**src/rtl/booth_r4_seq_multiplier_if.sv**
```systemverilog
// ----------------------------------------------------------------------------
// booth_r4_seq_multiplier_if
// Handshake and operand bundle for the sequential radix-4 Booth multiplier.
//
// Signals:
//   start        request to start a multiply (control unit -> multiplier)
//   signed_mode  1 = two's-complement operands, 0 = unsigned
//   multiplicand operand M, WIDTH bits
//   multiplier   operand Q, WIDTH bits
//   busy         operation in progress (multiplier -> control unit)
//   done         one-cycle pulse when the result becomes valid
//   product_lo   low half of the 2*WIDTH product
//   product_hi   high half of the 2*WIDTH product
//   overflow     product does not fit in WIDTH bits
//
// Modports:
//   master  control-unit side (drives operands and start)
//   slave   multiplier side (drives status and result)
// ----------------------------------------------------------------------------
interface booth_r4_seq_multiplier_if #(
    parameter int unsigned WIDTH = 32
);
    logic             start;
    logic             signed_mode;
    logic [WIDTH-1:0] multiplicand;
    logic [WIDTH-1:0] multiplier;
    logic             busy;
    logic             done;
    logic [WIDTH-1:0] product_lo;
    logic [WIDTH-1:0] product_hi;
    logic             overflow;

    modport master (
        output start,
        output signed_mode,
        output multiplicand,
        output multiplier,
        input  busy,
        input  done,
        input  product_lo,
        input  product_hi,
        input  overflow
    );

    modport slave (
        input  start,
        input  signed_mode,
        input  multiplicand,
        input  multiplier,
        output busy,
        output done,
        output product_lo,
        output product_hi,
        output overflow
    );
endinterface

```
**src/rtl/booth_r4_seq_multiplier.sv**
```systemverilog
// ----------------------------------------------------------------------------
// booth_r4_seq_multiplier
// Sequential radix-4 Booth multiplier. Retires two multiplier bits per clock,
// supports signed and unsigned operands, and holds its registered result
// (with an overflow flag) until the next accepted start.
//
// Ports:
//   i_clk   clock, all state changes on the rising edge
//   i_clr   synchronous active-low reset
//   io_bus  slave side of booth_r4_seq_multiplier_if
//           (start/signed_mode/multiplicand/multiplier in,
//            busy/done/product_lo/product_hi/overflow out)
//
// Timing: start sampled at edge t -> busy in cycles t+1..t+ITER,
//         done pulse with valid result in cycle t+ITER+1.
// ----------------------------------------------------------------------------
module booth_r4_seq_multiplier #(
    parameter int unsigned WIDTH = 32
) (
    input logic                            i_clk,
    input logic                            i_clr,
    booth_r4_seq_multiplier_if.slave       io_bus
);
    localparam int unsigned ITER = WIDTH / 2 + 1;
    localparam int unsigned EXTW = WIDTH + 2;     // extended operand width
    localparam int unsigned ACCW = WIDTH + 4;     // accumulator width, holds +/-2M
    localparam int unsigned CW   = $clog2(ITER + 1);

    typedef enum logic [1:0] {
        StIdle,
        StRun,
        StDone
    } state_e;

    state_e           r_state;
    logic [CW-1:0]    r_cnt;
    logic [EXTW-1:0]  r_m;
    logic [EXTW-1:0]  r_q;
    logic             r_qprev;
    logic [ACCW-1:0]  r_acc;
    logic             r_signed;
    logic             r_busy;
    logic             r_done;
    logic [WIDTH-1:0] r_lo;
    logic [WIDTH-1:0] r_hi;
    logic             r_ovf;

    logic [2:0]         w_triple;
    logic [ACCW-1:0]    w_m_ext;
    logic [ACCW-1:0]    w_addend;
    logic [ACCW-1:0]    w_sum;
    logic [ACCW-1:0]    w_acc_next;
    logic [EXTW-1:0]    w_q_next;
    logic [2*WIDTH-1:0] w_prod;
    logic [WIDTH-1:0]   w_prod_hi;
    logic [WIDTH-1:0]   w_prod_lo;
    logic               w_ovf;
    logic [EXTW-1:0]    w_m_load;
    logic [EXTW-1:0]    w_q_load;

    // Operand extension applied at capture time.
    assign w_m_load = io_bus.signed_mode
                    ? {{2{io_bus.multiplicand[WIDTH-1]}}, io_bus.multiplicand}
                    : {2'b00, io_bus.multiplicand};
    assign w_q_load = io_bus.signed_mode
                    ? {{2{io_bus.multiplier[WIDTH-1]}}, io_bus.multiplier}
                    : {2'b00, io_bus.multiplier};

    // Booth recoding of {Q[1], Q[0], q_prev}.
    assign w_triple = {r_q[1:0], r_qprev};
    assign w_m_ext  = {{2{r_m[EXTW-1]}}, r_m};

    always_comb begin
        w_addend = '0;
        case (w_triple)
            3'b001, 3'b010: w_addend = w_m_ext;
            3'b011:         w_addend = w_m_ext << 1;
            3'b100:         w_addend = -(w_m_ext << 1);
            3'b101, 3'b110: w_addend = -w_m_ext;
            default:        w_addend = '0;
        endcase
    end

    assign w_sum = r_acc + w_addend;

    // Arithmetic shift right by 2 of {acc, Q, q_prev}; q_prev becomes old Q[1].
    assign w_acc_next = {{2{w_sum[ACCW-1]}}, w_sum[ACCW-1:2]};
    assign w_q_next   = {w_sum[1:0], r_q[EXTW-1:2]};

    // After the last step Q holds the low WIDTH+2 product bits and the
    // accumulator the rest, sign-extended; keep the low 2*WIDTH bits.
    assign w_prod    = {w_acc_next[WIDTH-3:0], w_q_next};
    assign w_prod_hi = w_prod[2*WIDTH-1:WIDTH];
    assign w_prod_lo = w_prod[WIDTH-1:0];
    assign w_ovf     = r_signed ? (w_prod_hi != {WIDTH{w_prod_lo[WIDTH-1]}})
                                : (w_prod_hi != '0);

    always_ff @(posedge i_clk) begin
        if (!i_clr) begin
            r_state  <= StIdle;
            r_cnt    <= '0;
            r_m      <= '0;
            r_q      <= '0;
            r_qprev  <= 1'b0;
            r_acc    <= '0;
            r_signed <= 1'b0;
            r_busy   <= 1'b0;
            r_done   <= 1'b0;
            r_lo     <= '0;
            r_hi     <= '0;
            r_ovf    <= 1'b0;
        end else begin
            case (r_state)
                StIdle, StDone: begin
                    r_done <= 1'b0;
                    if (io_bus.start) begin
                        r_m      <= w_m_load;
                        r_q      <= w_q_load;
                        r_qprev  <= 1'b0;
                        r_acc    <= '0;
                        r_signed <= io_bus.signed_mode;
                        r_cnt    <= CW'(ITER);
                        r_busy   <= 1'b1;
                        r_state  <= StRun;
                    end else begin
                        r_state  <= StIdle;
                    end
                end
                StRun: begin
                    r_acc   <= w_acc_next;
                    r_q     <= w_q_next;
                    r_qprev <= r_q[1];
                    r_cnt   <= r_cnt - CW'(1);
                    if (r_cnt == CW'(1)) begin
                        r_hi    <= w_prod_hi;
                        r_lo    <= w_prod_lo;
                        r_ovf   <= w_ovf;
                        r_busy  <= 1'b0;
                        r_done  <= 1'b1;
                        r_state <= StDone;
                    end
                end
                default: begin
                    r_state <= StIdle;
                    r_busy  <= 1'b0;
                    r_done  <= 1'b0;
                end
            endcase
        end
    end

    assign io_bus.busy       = r_busy;
    assign io_bus.done       = r_done;
    assign io_bus.product_lo = r_lo;
    assign io_bus.product_hi = r_hi;
    assign io_bus.overflow   = r_ovf;

endmodule
```
**src/flat_wrapper.sv**
```systemverilog
// flat-port wrapper written by rule: the top's interface ports become plain ports
module booth_r4_seq_multiplier_flat 
#(
    parameter int unsigned WIDTH = 32
)
  (i_clk, i_clr, io_bus_start, io_bus_signed_mode, io_bus_multiplicand, io_bus_multiplier, io_bus_busy, io_bus_done, io_bus_product_lo, io_bus_product_hi, io_bus_overflow);
  booth_r4_seq_multiplier_if #(.WIDTH(WIDTH)) io_bus_i ();
  input logic i_clk;
  input logic i_clr;
  input wire logic [$bits(io_bus_i.start)-1:0] io_bus_start;
  input wire logic [$bits(io_bus_i.signed_mode)-1:0] io_bus_signed_mode;
  input wire logic [$bits(io_bus_i.multiplicand)-1:0] io_bus_multiplicand;
  input wire logic [$bits(io_bus_i.multiplier)-1:0] io_bus_multiplier;
  output wire logic [$bits(io_bus_i.busy)-1:0] io_bus_busy;
  output wire logic [$bits(io_bus_i.done)-1:0] io_bus_done;
  output wire logic [$bits(io_bus_i.product_lo)-1:0] io_bus_product_lo;
  output wire logic [$bits(io_bus_i.product_hi)-1:0] io_bus_product_hi;
  output wire logic [$bits(io_bus_i.overflow)-1:0] io_bus_overflow;
  assign io_bus_i.start = io_bus_start;
  assign io_bus_i.signed_mode = io_bus_signed_mode;
  assign io_bus_i.multiplicand = io_bus_multiplicand;
  assign io_bus_i.multiplier = io_bus_multiplier;
  assign io_bus_busy = io_bus_i.busy;
  assign io_bus_done = io_bus_i.done;
  assign io_bus_product_lo = io_bus_i.product_lo;
  assign io_bus_product_hi = io_bus_i.product_hi;
  assign io_bus_overflow = io_bus_i.overflow;
  booth_r4_seq_multiplier #(.WIDTH(WIDTH)) u_core (.i_clk(i_clk), .i_clr(i_clr), .io_bus(io_bus_i));
endmodule
```
**config.mk**
```make
export PLATFORM = sky130hd
export DESIGN_NAME = booth_r4_seq_multiplier_flat
export DESIGN_NICKNAME = d
export VERILOG_FILES = /design/src/rtl/booth_r4_seq_multiplier_if.sv /design/src/rtl/booth_r4_seq_multiplier.sv /design/src/flat_wrapper.sv
export SDC_FILE = /design/constraint.sdc
export NUM_CORES = 1
export LEC_CHECK = 0
export BUFFER_PORTS_ARGS = -buffer_cell sky130_fd_sc_hd__buf_2
export CORE_UTILIZATION = 53
export DETAILED_ROUTE_END_ITERATION = 10
export PLACE_DENSITY = 0.82
export SLEW_MARGIN = 15
export SYNTH_ARGS = -nofsm -noshare
export SYNTH_HDL_FRONTEND = slang
export SYNTH_SLANG_ARGS = --single-unit
```
**constraint.sdc**
```tcl
create_clock -name i_clk -period 5.3 [get_ports i_clk]
set_clock_uncertainty 0.1 [all_clocks]
set_input_delay 0 -clock i_clk [delete_from_list [all_inputs] [get_ports i_clk]]
set_output_delay 0 -clock i_clk [all_outputs]
set_load 0.02 [all_outputs]
```
After elaboration in Yosys (flattened, before gate mapping)
Cells that the tools add are included.
- register bits: 180
- bits of input ports: 68
- output and inout bits: 67
- logic and storage cells: 57
- add/sub/neg operators: 4
- eq/ne operators: 12
- mux-type cells: 18
- reductions and logical operators: 11
- operators by type and width (operator ; count):
    36-bit case mux with 4 select lines ; 1
    34-bit two-way mux ; 3
    36-bit negator ; 2
    36-bit case mux with 2 select lines ; 1
    34-bit case mux with 2 select lines ; 1
    36-bit adder ; 1
    36-bit two-way mux ; 1
    32-bit inequality test ; 1
    32-bit nonzero test ; 1
    5-bit case mux with 2 select lines ; 1
    2-bit AND reduction ; 5
    3-bit equality test (second input constant) ; 3
    3-bit by 2-bit equality test with 1-bit output (second input constant) ; 2
    2-bit OR reduction ; 3
    5-bit by 1-bit equality test with 1-bit output (second input constant) ; 1
    1-bit two-way mux ; 5
    5-bit two-way mux ; 1
    5-bit by 1-bit subtractor with 5-bit output (second input constant) ; 1
    1-bit case mux with 2 select lines ; 2
    2-bit case mux with 2 select lines ; 1
    3-bit by 1-bit equality test with 1-bit output (second input constant) ; 1
    2-bit by 1-bit equality test with 1-bit output (second input constant) ; 1
    2-bit equality test (second input constant) ; 1
    2-bit zero test ; 1
    other kinds (4) ; 4

Depth between registers and ports, before layout
Gate-level depths: netlist (run 1).
- word-level depth: 6
- mapped depth: 24
- depth with buffers taken out: 23

Worst setup path before layout (run 1)
OpenSTA, ideal clock, no wires.
- path type: reg-to-reg
- start: register u_core.r_m[10]
- end: register u_core.r_acc[34]
- setup time: 0.074 ns
- arrival: 5.238 ns
- data required time: 5.126 ns
- path slack: -0.113 ns
- cell stages (with the launch flop): 23
- path buffers: 3
- clock period less this slack: 5.413 ns
- cells stage by stage: dfxtp_1 buf_6 or4_4 buf_6 or3_4 nor3_4 or4b_1 or3_4 and2_4 xor2_1 a22oi_1 nor2_1 a221o_1 ha_1 clkbuf_1 and3_1 and3_1 a211o_1 a31o_2 a21oi_1 xor2_1 or3_1 o21ai_0
- longest elaborated chain between the ends: 4
- elaborated cells on any way between the ends: 5
- those cells by class: 3 x add/sub; 2 x mux
- ends and longest elaborated chain (element ; line ; source):
    start: declaration ; booth_r4_seq_multiplier.sv:37 ; logic [EXTW-1:0] r_m;
    start signal: assignment ; booth_r4_seq_multiplier.sv:117 ; r_m <= w_m_load;
    36-bit negator (on tied branches) ; booth_r4_seq_multiplier.sv:79, booth_r4_seq_multiplier.sv:78 ;
    36-bit case mux with 4 select lines * ; booth_r4_seq_multiplier.sv:75 ; case (w_triple)
    36-bit adder * ; booth_r4_seq_multiplier.sv:84 ; assign w_sum = r_acc + w_addend;
    36-bit case mux with 2 select lines * ; booth_r4_seq_multiplier.sv:113 ; case (r_state)
    end signal: assignment ; booth_r4_seq_multiplier.sv:130 ; r_acc <= w_acc_next;
    end: declaration ; booth_r4_seq_multiplier.sv:40 ; logic [ACCW-1:0] r_acc;
Mark *: on every way between the ends. The rest lies on a longest branch, timed or not.
A chain may end at the register's enable or synchronous reset.

Worst setup path after layout (run 1)
- start: register u_core.r_m[14]
- end: register u_core.r_acc[32]
The elaborated chain is that of the path after synthesis.

==> impl_metrics.toml, run 1 <==
[setup_path]
worstPathArrival_ns = 5.40
crit_required_ns = 5.50
cpPeakStageDelay_ns = 0.55
cp-start-kind = "register"
crit_buf_inv = 2
criticalPathCategory = "reg2reg"
critPathCaptureType = "register"
critical_path.top_delay_family = "simple AND/OR/NAND/NOR gates"
crit_start = "u_core.r_m[14]"
crit_slowest_cell = "or4_4"
worstPathCellList = "or4_4, or3_4, or3_4, or3_4, buf_4, nor3_4, nand2b_4, xnor2_1, nand2_1, o311ai_1, ha_1, buf_4, a21o_1, a21o_1, a21oi_2, o21ai_2, a31oi_2, o21bai_1, a31o_2, a21oi_2, xor2_1, o21ai_0"
path_max_fanout = 4
critPathMostFrequentCell = "or3_4"
rr_startpoint = "u_core.r_m[14]"

[timing]
setup_tns_ns = 0
slew_headroom_pct = 24.7
max_slew.worst_pin.slew_ns = 1.11
drv_slew = 0
hold_viol = 0
rsz0062_at_grt = "true"
finalSetupViolCount = 0
min_period_ns = 5.20
max_freq_mhz = 192
timing.final.crit_share_pct = 98.2

[synth]
yosysTopAreaCell = "dfxtp_1"
synth-seq-area-share_pct = 34.9
syn_inst = 1331
synthMuxAreaShare_pct = 0.727
synth-compound-area-share_pct = 26.9
synth_top_area_share_pct = 34.9
avgSynthCellArea_um2 = 7.63
ys.flop_type = "dfxtp_1"
synth-edff-count = 0
synthAdderAreaFrac_pct = 4.88
syn-num-nets = 1438
synth_xor_area_share_pct = 5.69
synth.distinct_cells = 71
yosys.area_share.simple_pct = 22.3
ys_seq_elements = 177
synth_top_family_by_area = "compound AO/OA/AOI/OAI gates"
syn-cell-area_mm2 = 0.0102
synthArstFlopShare_pct = 0
synth_area_leaders = "dfxtp_1 35%, nand2_1 11%, a21oi_1 6.5%"
yosysWarningCount = 0

[global_routing]
overflow = 0
grt_pass1_vias = 10400
grt_use_total_pct = 32.9
antenna_found_initial = 0
grt_max_degree = 71
grt_pass1_wl_mm = 51.8

[cells_and_area]
postLayoutCellArea_mm2 = 0.0131
nFillCells = 1492
multiInputGateArea_mm2 = 0.00646
seq_area_mm2 = 0.00354
areaGrowthSynthToFinish_pct = 29.1
drive_gt1_share_pct = 21.7
final_common_cell = "nand2_1"
fin_nets = 1664
instances_no_fill = 1804
n_antenna_cell = 0
final_cell_mix = "286 x nand2_1, 176 x dfxtp_1, 134 x buf_2, 121 x a21oi_1, 99 x buf_4"

[route]
drt_iter0_drc = 1042
drc = 0
wl_per_cell_um = 18.2
drt-vias-per-instance = 6.04
firstDrtPassIters = 8
vias = 10900
antenna_left = 0
wirelength_mm = 32.9

[worst_hold_path]
hold_path_class = "in2reg"
worst_hold_startpoint = "i_clr"

[power_and_ir_drop]
power.internal_mw = 2.41
swShare_pct = 34.0
pwr-share-clk_pct = 36.7
comb_power_share_pct = 23.7
fin_total_pwr_mw = 3.66
power_frac_seq_pct = 39.6
ir_worst_vdd_uv = 266
p_sw_mw = 1.25
powerDensity_mw_per_mm2 = 279
p_leak_nw = 5.55

[clocking]
clkTransAtPathRegs_ns = 0.08
clock_path_buffers = 2
cts_root_buffer = "clkbuf_16"
cts-htree-levels = 4
cts_sinks = 177
cts_made_buffers = 17
cts_tree = "yes"
clkLatencyLatePin_ns = 0.46

[floorplanning]
core_area_mm2 = 0.0188
pin_count = 135
start_util_pct = 54.1
dieArea_mm2 = 0.0197
die_w_um = 140
rows = 50
fp.dieH_um = 140

[place]
dp_cells = 1698
globalplace.congestion = 0.970
hpwlAfterDp_mm = 21.9
port_buffers = 134
postPlaceCellArea_mm2 = 0.0115

[status]
status = "finished, final reports clean"

[flow_run]
max-cap-violations = 0
## state kept, by name, summed over array words and instances (netlist names)
register,flops
u_core.r_acc,34
u_core.r_q,34
u_core.r_m,33
u_core.io_bus.product_hi,32
u_core.io_bus.product_lo,32
u_core.r_cnt,5
u_core.r_state,2
u_core.io_bus.busy,1
u_core.io_bus.done,1
u_core.io_bus.overflow,1
u_core.r_qprev,1
u_core.r_signed,1
## final timing paths
path	to	slack [ns]	depth (start not counted)
setup / recovery	u_core.r_acc[32]	0.1	22
hold reg to reg	u_core.io_bus.product_lo[18]	0.35	2
hold / removal	u_core.r_m[0]	0.01	2
setup reg to reg	u_core.r_acc[32]	0.1	22
## through the flow
stage | util (%) | worst slack (ns) | hold WS, ns
global placement | 61.3 | 0.0411 | 0.145
CTS | 68.2 | -0.00859 | 0.00630
floorplan | - | 0.00207 | 0.0360
global route | 69.8 | -0.0939 | 0.0332
detailed placement | 61.3 | 0.00515 | 0.154
finish | 69.8 | 0.0954 | 0.00989
## logic make-up after synthesis
| kind of cell | count (synthesis) |
|---|---|
| AO/OA/AOI/OAI | 424 |
| XOR/XNOR | 66 |
| adder cells (fa/ha/maj) | 39 |
| buffers and inverters | 119 |
| flip-flops | 177 |
| multiplexers | 7 |
| AND/OR/NAND/NOR | 499 |
## layer usage
layer  wire (um)  GRT usage, %  share of wire (%)
met1       13800          40.4                 42
met2       15800          56.6                 48
met3        2290          6.05                7.0
met4        1030          13.6                3.1
met5           0             0                  0
## layout make-up
cell class | count | share of cell area [%]
Multi-Input combinational cell | 1035 | 49.3
Timing Repair Buffer | 299 | 15.8
Sequential cell | 177 | 27.0
Clock buffer | 17 | 3.25
Clock inverter | 15 | 1.61
Inverter | 27 | 0.773
Tap cell | 234 | 2.23
## power groups by stage
| stage | clock network [mW] | logic [mW] | registers (mW) |
|---|---|---|---|
| 2_1_floorplan | 0 | 0.491 | 1.46 |
| 5_1_grt | 1.40 | 0.938 | 1.45 |
| 6_report | 1.34 | 0.869 | 1.45 |
| 3_5_place_dp | 0 | 0.762 | 1.47 |
| 3_3_place_gp | 0 | 0.749 | 1.47 |
| 4_1_cts | 1.34 | 0.806 | 1.44 |
## synth_stat cells (8+ instances only)
| cell type | instances |
|---|---|
| nand2_1 | 286 |
| dfxtp_1 | 177 |
| a21oi_1 | 131 |
| o21ai_0 | 87 |
| clkbuf_1 | 81 |
| nor2_1 | 71 |
| a22oi_1 | 51 |
| ha_1 | 38 |
| xnor2_1 | 34 |
| a21boi_0 | 32 |
| xor2_1 | 32 |
| a22o_1 | 31 |
| inv_1 | 27 |
| nor3_1 | 22 |
| a21o_1 | 19 |
| or3_1 | 16 |
| nand3_1 | 14 |
| and3_1 | 11 |
| nor2b_1 | 10 |
| a31oi_1 | 9 |
| nand4_1 | 9 |
| or4_1 | 9 |
| and2_1 | 8 |
| nand2b_1 | 8 |
| nor4_1 | 8 |
## what timing repair did
item / CTS / global route
setup endpoints to repair: 3 / 6
resized for setup: 1 / 60
setup buffers: 1 / 7
hold endpoints to repair: 72 / 0
hold buffers: 66 / 0
pin swaps: 1 / 24
(Power assumes the default switching activity.)
==> run 2, diff against run 1 <==
CORE_ASPECT_RATIO = 0.75   (was unset)
SLEW_MARGIN = 20   (was 15)
==> impl_metrics.toml, run 2 (synthesized netlist as in run 1, its figures left out) <==
[timing]
setup_ws_ns = 0.0796
finalSetupViolCount = 0
slew_headroom_pct = 37.6
max_slew.worst_pin.slew_ns = 0.923
rsz0062_at_grt = "true"
drv_slew = 0
max_freq_mhz = 192
timing.final.crit_share_pct = 98.5
min_period_ns = 5.22
hold_viol = 0

[route]
firstDrtPassIters = 9
drt_iter0_drc = 1594
wirelength_mm = 34.5
drc = 0
vias = 11200
antenna_left = 0
drt-vias-per-instance = 6.12
wl_per_cell_um = 18.8

[floorplanning]
core_area_mm2 = 0.0186
die_w_um = 162
dieArea_mm2 = 0.0197
rows = 43
start_util_pct = 54.5
pin_count = 135
fp.dieH_um = 122

[setup_path]
cp-start-kind = "register"
path_max_fanout = 7
worstPathArrival_ns = 5.44
criticalPathCategory = "reg2reg"
crit_required_ns = 5.52
reg2reg_depth = 19
r2r-end = "u_core.io_bus.overflow"
critPathCaptureType = "register"
rr_startpoint = "u_core.r_m[5]"
rrSetupSlack_ns = 0.08

[power_and_ir_drop]
fin_total_pwr_mw = 3.77
p_leak_nw = 5.70
ir_worst_vdd_uv = 197
powerDensity_mw_per_mm2 = 284

[cells_and_area]
nFillCells = 1379
fin_nets = 1679
reg_top3 = "u_core.r_acc x34, u_core.r_q x34, u_core.r_m x33"
areaGrowthSynthToFinish_pct = 31.0
final_cell_mix = "285 x nand2_1, 177 x dfxtp_1, 134 x buf_2, 123 x a21oi_1, 99 x buf_4"
drive_gt1_share_pct = 21.1
final_common_cell = "nand2_1"
n_antenna_cell = 0

[clocking]
clkLatencyLatePin_ns = 0.45
cts_tree = "yes"
clkTransAtPathRegs_ns = 0.07
cts_root_buffer = "clkbuf_16"
cts_made_buffers = 17
clock_path_buffers = 2
cts_sinks = 177
cts-htree-levels = 4

[worst_hold_path]
holdPathStages = 4
worst_hold_startpoint = "io_bus_start"
min_delay_worst_endpoint = "u_core.r_m[28]"
hold_path_class = "in2reg"

[flow_run]
max-cap-violations = 0

[place]
post-place-ws_ns = -0.108
port_buffers = 134
hpwlAfterDp_mm = 22.5
globalplace.congestion = 0.961

[global_routing]
grt_pass1_vias = 10400
grt_max_degree = 44
grt_use_total_pct = 34.4
overflow = 0
antenna_found_initial = 0
grt_pass1_wl_mm = 53.7

[status]
status = "finished, final reports clean"
run 2: cell types whose count changed in the layout (fill, tap and decap cells not counted), sizes merged:
| cell | change |
|---|---|
| dlygate4sd3 | +14 |
| bufinv | +3 |
| inv | -3 |
| clkinvlp | +1 |
| clkinv | -1 |
| buf | +1 |
run 2: final cells by class:
| type | instances | area, um^2 | share of cell area [%] |
|---|---|---|---|
| multi-input combinational | 1035 | 6440 | 48.4 |
| sequential | 177 | 3540 | 26.6 |
| timing repair buffer | 314 | 2230 | 16.8 |
| clock buffer | 17 | 425 | 3.20 |
| tap | 247 | 309 | 2.32 |
| clock inverter | 15 | 241 | 1.82 |
| inverter | 27 | 101 | 0.762 |
run 2: report_power, final:
| group | switching (mW) | internal [mW] |
|---|---|---|
| clock | 0.639 | 0.778 |
| sequential | 0.0638 | 1.39 |
| combinational | 0.527 | 0.375 |
run 2: per-layer routing:
layer | wire, um | up-vias | part of all wire [%] | global-route usage (%)
met4 | 852 | 0 | 2.5 | 10.5
met1 | 15100 | 5242 | 44 | 48.8
met3 | 3550 | 106 | 10 | 7.08
li1 | - | 5204 | - | -
met2 | 15100 | 662 | 44 | 52.4
met5 | 0 | - | 0 | 0
run 2: worst max-delay path, cell delays in order, from the launching register on:
cell and delay [ns]:
dfxtp_1 0.31, or4_4 0.54, or3_4 0.43, o21ai_1 0.17, xnor2_1 0.10, a22oi_1 0.20
nor2_1 0.06, a221o_1 0.39, ha_4 0.33, buf_4 0.14, and4_1 0.25, nor2_1 0.05
mux2_2 0.28, nor4_2 0.32, nand4_1 0.15, or4b_4 0.53, o31ai_4 0.26, o2111ai_2 0.16
o31ai_1 0.26, a31oi_1 0.06
run 2: how the worst max path moves through the flow:
stage               depth (start not counted)  slack (ns)      startpoint                     end
floorplan                                  23       0.002  u_core.r_m[10]        u_core.r_acc[34]
global placement                           16        0.04   u_core.r_m[5]  u_core.io_bus.overflow
detailed placement                         18       -0.11   u_core.r_m[5]  u_core.io_bus.overflow
CTS                                        20        0.02  u_core.r_m[14]        u_core.r_acc[34]
global route                               21        -0.1   u_core.r_m[0]  u_core.io_bus.overflow
finish                                     19        0.08   u_core.r_m[5]  u_core.io_bus.overflow
run 2: per-stage QoR:
step | area, um^2 | hold slack [ns] | utilization (%) | TNS, ns | std cells
after global placement | 11600 | 0.143 | 62.2 | 0 | 1718
after detailed placement | 11600 | 0.154 | 62.2 | -0.108 | 1718
after global routing | 13300 | 0.0488 | 71.4 | -0.109 | 1832
final | 13300 | 0.0109 | 71.4 | 0 | 1832
after CTS | 13100 | 0.00258 | 70.3 | 0 | 1831
after floorplan | 10200 | 0.0360 | - | 0 | 1331
run 2: repair_timing:
action / CTS / global route
hold buffers: 80 / 0
resized for setup: 9 / 44
buffers inserted: 1 / 1
setup endpoints to repair: 1 / 3
endpoints found under the hold margin: 69 / 0
pin swaps: 2 / 13
==> run 3, diff against run 2 <==
BUFFER_PORTS_ARGS = -buffer_cell sky130_fd_sc_hd__buf_4   (was -buffer_cell sky130_fd_sc_hd__buf_2)
==> impl_metrics.toml, run 3 (synthesized netlist as in run 1, its figures left out) <==
[status]
status = "finished, final reports clean"

[route]
drt_iter0_drc = 1602
top_layer = "met5"
antenna_left = 0
drt-vias-per-instance = 6.11
m1WireLength_mm = 14.8
met3_wirelength_mm = 3.76
drc = 0
route.met2.wl_mm = 15.5
wl_per_cell_um = 18.9
wirelength_mm = 35.0
vias = 11300
firstDrtPassIters = 7

[power_and_ir_drop]
p_sw_mw = 1.24
pwr-share-clk_pct = 35.1
power_frac_seq_pct = 39.6
power.internal_mw = 2.43
powerDensity_mw_per_mm2 = 266
ir_worst_vdd_uv = 177
p_leak_nw = 5.82
comb_power_share_pct = 25.3
swShare_pct = 33.7

[place]
hpwlAfterDp_mm = 22.5
port_buffers = 134
postPlaceCellArea_mm2 = 0.0119
globalplace.congestion = 0.963

[floorplanning]
fp.dieH_um = 122
start_util_pct = 54.5
die_w_um = 162
pin_count = 135
core_area_mm2 = 0.0186
rows = 43
dieArea_mm2 = 0.0197

[cells_and_area]
fin_nets = 1702
drive_gt1_share_pct = 21.1
reg_top3 = "u_core.r_acc x34, u_core.r_q x34, u_core.r_m x33"
areaGrowthSynthToFinish_pct = 36.2
final_util_pct = 74.3
final_cell_mix = "286 x nand2_1, 234 x buf_4, 174 x dfxtp_1, 124 x a21oi_1, 103 x dlygate4sd3_1"
n_antenna_cell = 0
postLayoutCellArea_mm2 = 0.0138
final_common_cell = "nand2_1"

[setup_path]
crit_slowest_cell = "or4b_2"
worstPathCellList = "or4_4, or2_4, or3_1, or4_4, a22oi_2, nor2_1, a221o_1, ha_4, nand3_2, nand2_1, o22a_1, o31a_1, o31ai_4, xnor2_2, or4b_2, o31ai_2, o2111ai_2, o31ai_1, a31oi_1"
crit_required_ns = 5.52
critPathCaptureType = "register"
criticalPathCategory = "reg2reg"
path_max_fanout = 7
cpPeakStageDelay_ns = 0.62
crit_buf_inv = 0
worstPathArrival_ns = 5.43
critPathMostFrequentCell = "or4_4"
cp-start-kind = "register"
critical_path.top_delay_family = "simple AND/OR/NAND/NOR gates"

[clocking]
cts-htree-levels = 4
clkTransAtPathRegs_ns = 0.07
clkLatencyLatePin_ns = 0.45
clock_path_buffers = 2
cts_tree = "yes"
cts_made_buffers = 17
cts_root_buffer = "clkbuf_16"
cts_sinks = 177

[timing]
drv_slew = 0
max_slew.worst_pin.slew_ns = 0.872
finalSetupViolCount = 0
slew_headroom_pct = 41.9
max_freq_mhz = 192
timing.final.crit_share_pct = 98.2
rsz0062_at_grt = "true"
min_period_ns = 5.21
hold_viol = 0

[global_routing]
overflow = 0
antenna_found_initial = 3
grt_pass1_wl_mm = 53.4
grt_max_degree = 83
grt_pass1_vias = 10400
grt_use_total_pct = 34.5

[worst_hold_path]
hold_path_class = "in2reg"

[flow_run]
max-cap-violations = 0
-- run 3: cell types whose count changed in the layout (fill, tap and decap cells not counted), moves of 3 or more --
cell           before  now
buf_4              99  234
buf_2             134    0
dlygate4sd3_1      80  103
bufinv_16           3    0
dfxtp_1           177  174
dfxtp_2             0    3
o21ai_1             4    7
-- run 3: final cells by class --
type	count	area, um^2
Clock inverter	15	180
Timing Repair Buffer	337	2790
Fill cell	1353	4790
Inverter	27	101
Sequential cell	177	3550
Multi-Input combinational cell	1035	6470
Tap cell	247	309
Clock buffer	17	425
-- run 3: power by group through the flow --
stage	combinational (mW)	sequential, mW	clock [mW]
2_1_floorplan	0.491	1.46	0
3_3_place_gp	0.765	1.47	0
3_5_place_dp	0.778	1.48	0
4_1_cts	0.849	1.45	1.29
5_1_grt	0.993	1.46	1.35
6_report	0.928	1.45	1.29
-- run 3: worst register-to-register path: cells and delay by family (launching register included) --
| family | cells | cell delay, ns |
|---|---|---|
| compound gates | 9 | 1.60 |
| xor+xnor | 1 | 0.17 |
| fa+ha+maj | 1 | 0.32 |
| flops | 1 | 0.31 |
| simple gates | 8 | 2.61 |
-- run 3: per-stage QoR --
stage / setup slack, ns / setup TNS, ns / total power, mW / hold slack (ns) / cells
after floorplan: 0.00207 / 0 / 1.96 / 0.0360 / 1331
after global placement: 0.0326 / 0 / 2.24 / 0.156 / 1714
after detailed placement: -0.0313 / -0.0313 / 2.25 / 0.161 / 1714
after CTS: -0.00219 / -0.00219 / 3.59 / 0.00911 / 1849
after global routing: -0.0775 / -0.137 / 3.80 / 0.0807 / 1855
final: 0.0940 / 0 / 3.67 / 0.0537 / 1855
-- run 3: path summary, 6_finish.rpt --
| kind | from | end | slack (ns) | depth (start not counted) |
|---|---|---|---|---|
| setup / recovery | u_core.r_m[5] | u_core.io_bus.overflow | 0.09 | 19 |
| hold / removal | io_bus_start | u_core.r_m[29] | 0.05 | 4 |
| setup reg to reg | u_core.r_m[5] | u_core.io_bus.overflow | 0.09 | 19 |
| hold reg to reg | u_core.io_bus.product_hi[31] | u_core.io_bus.product_hi[31] | 0.36 | 2 |
-- run 3: layer usage --
layer,GRT usage (%),vias up
met1,47.3,5325
met3,8.31,116
li1,-,5271
met4,10.2,4
met5,0,-
met2,53.5,624
-- run 3: repair_timing --
action                                  4_1_cts  5_1_grt
resized for setup                             3       54
buffers inserted                              0        6
pin swaps                                     0       15
endpoints found under the setup margin        2        6
hold buffers                                103        0
hold endpoints to repair                     74        0
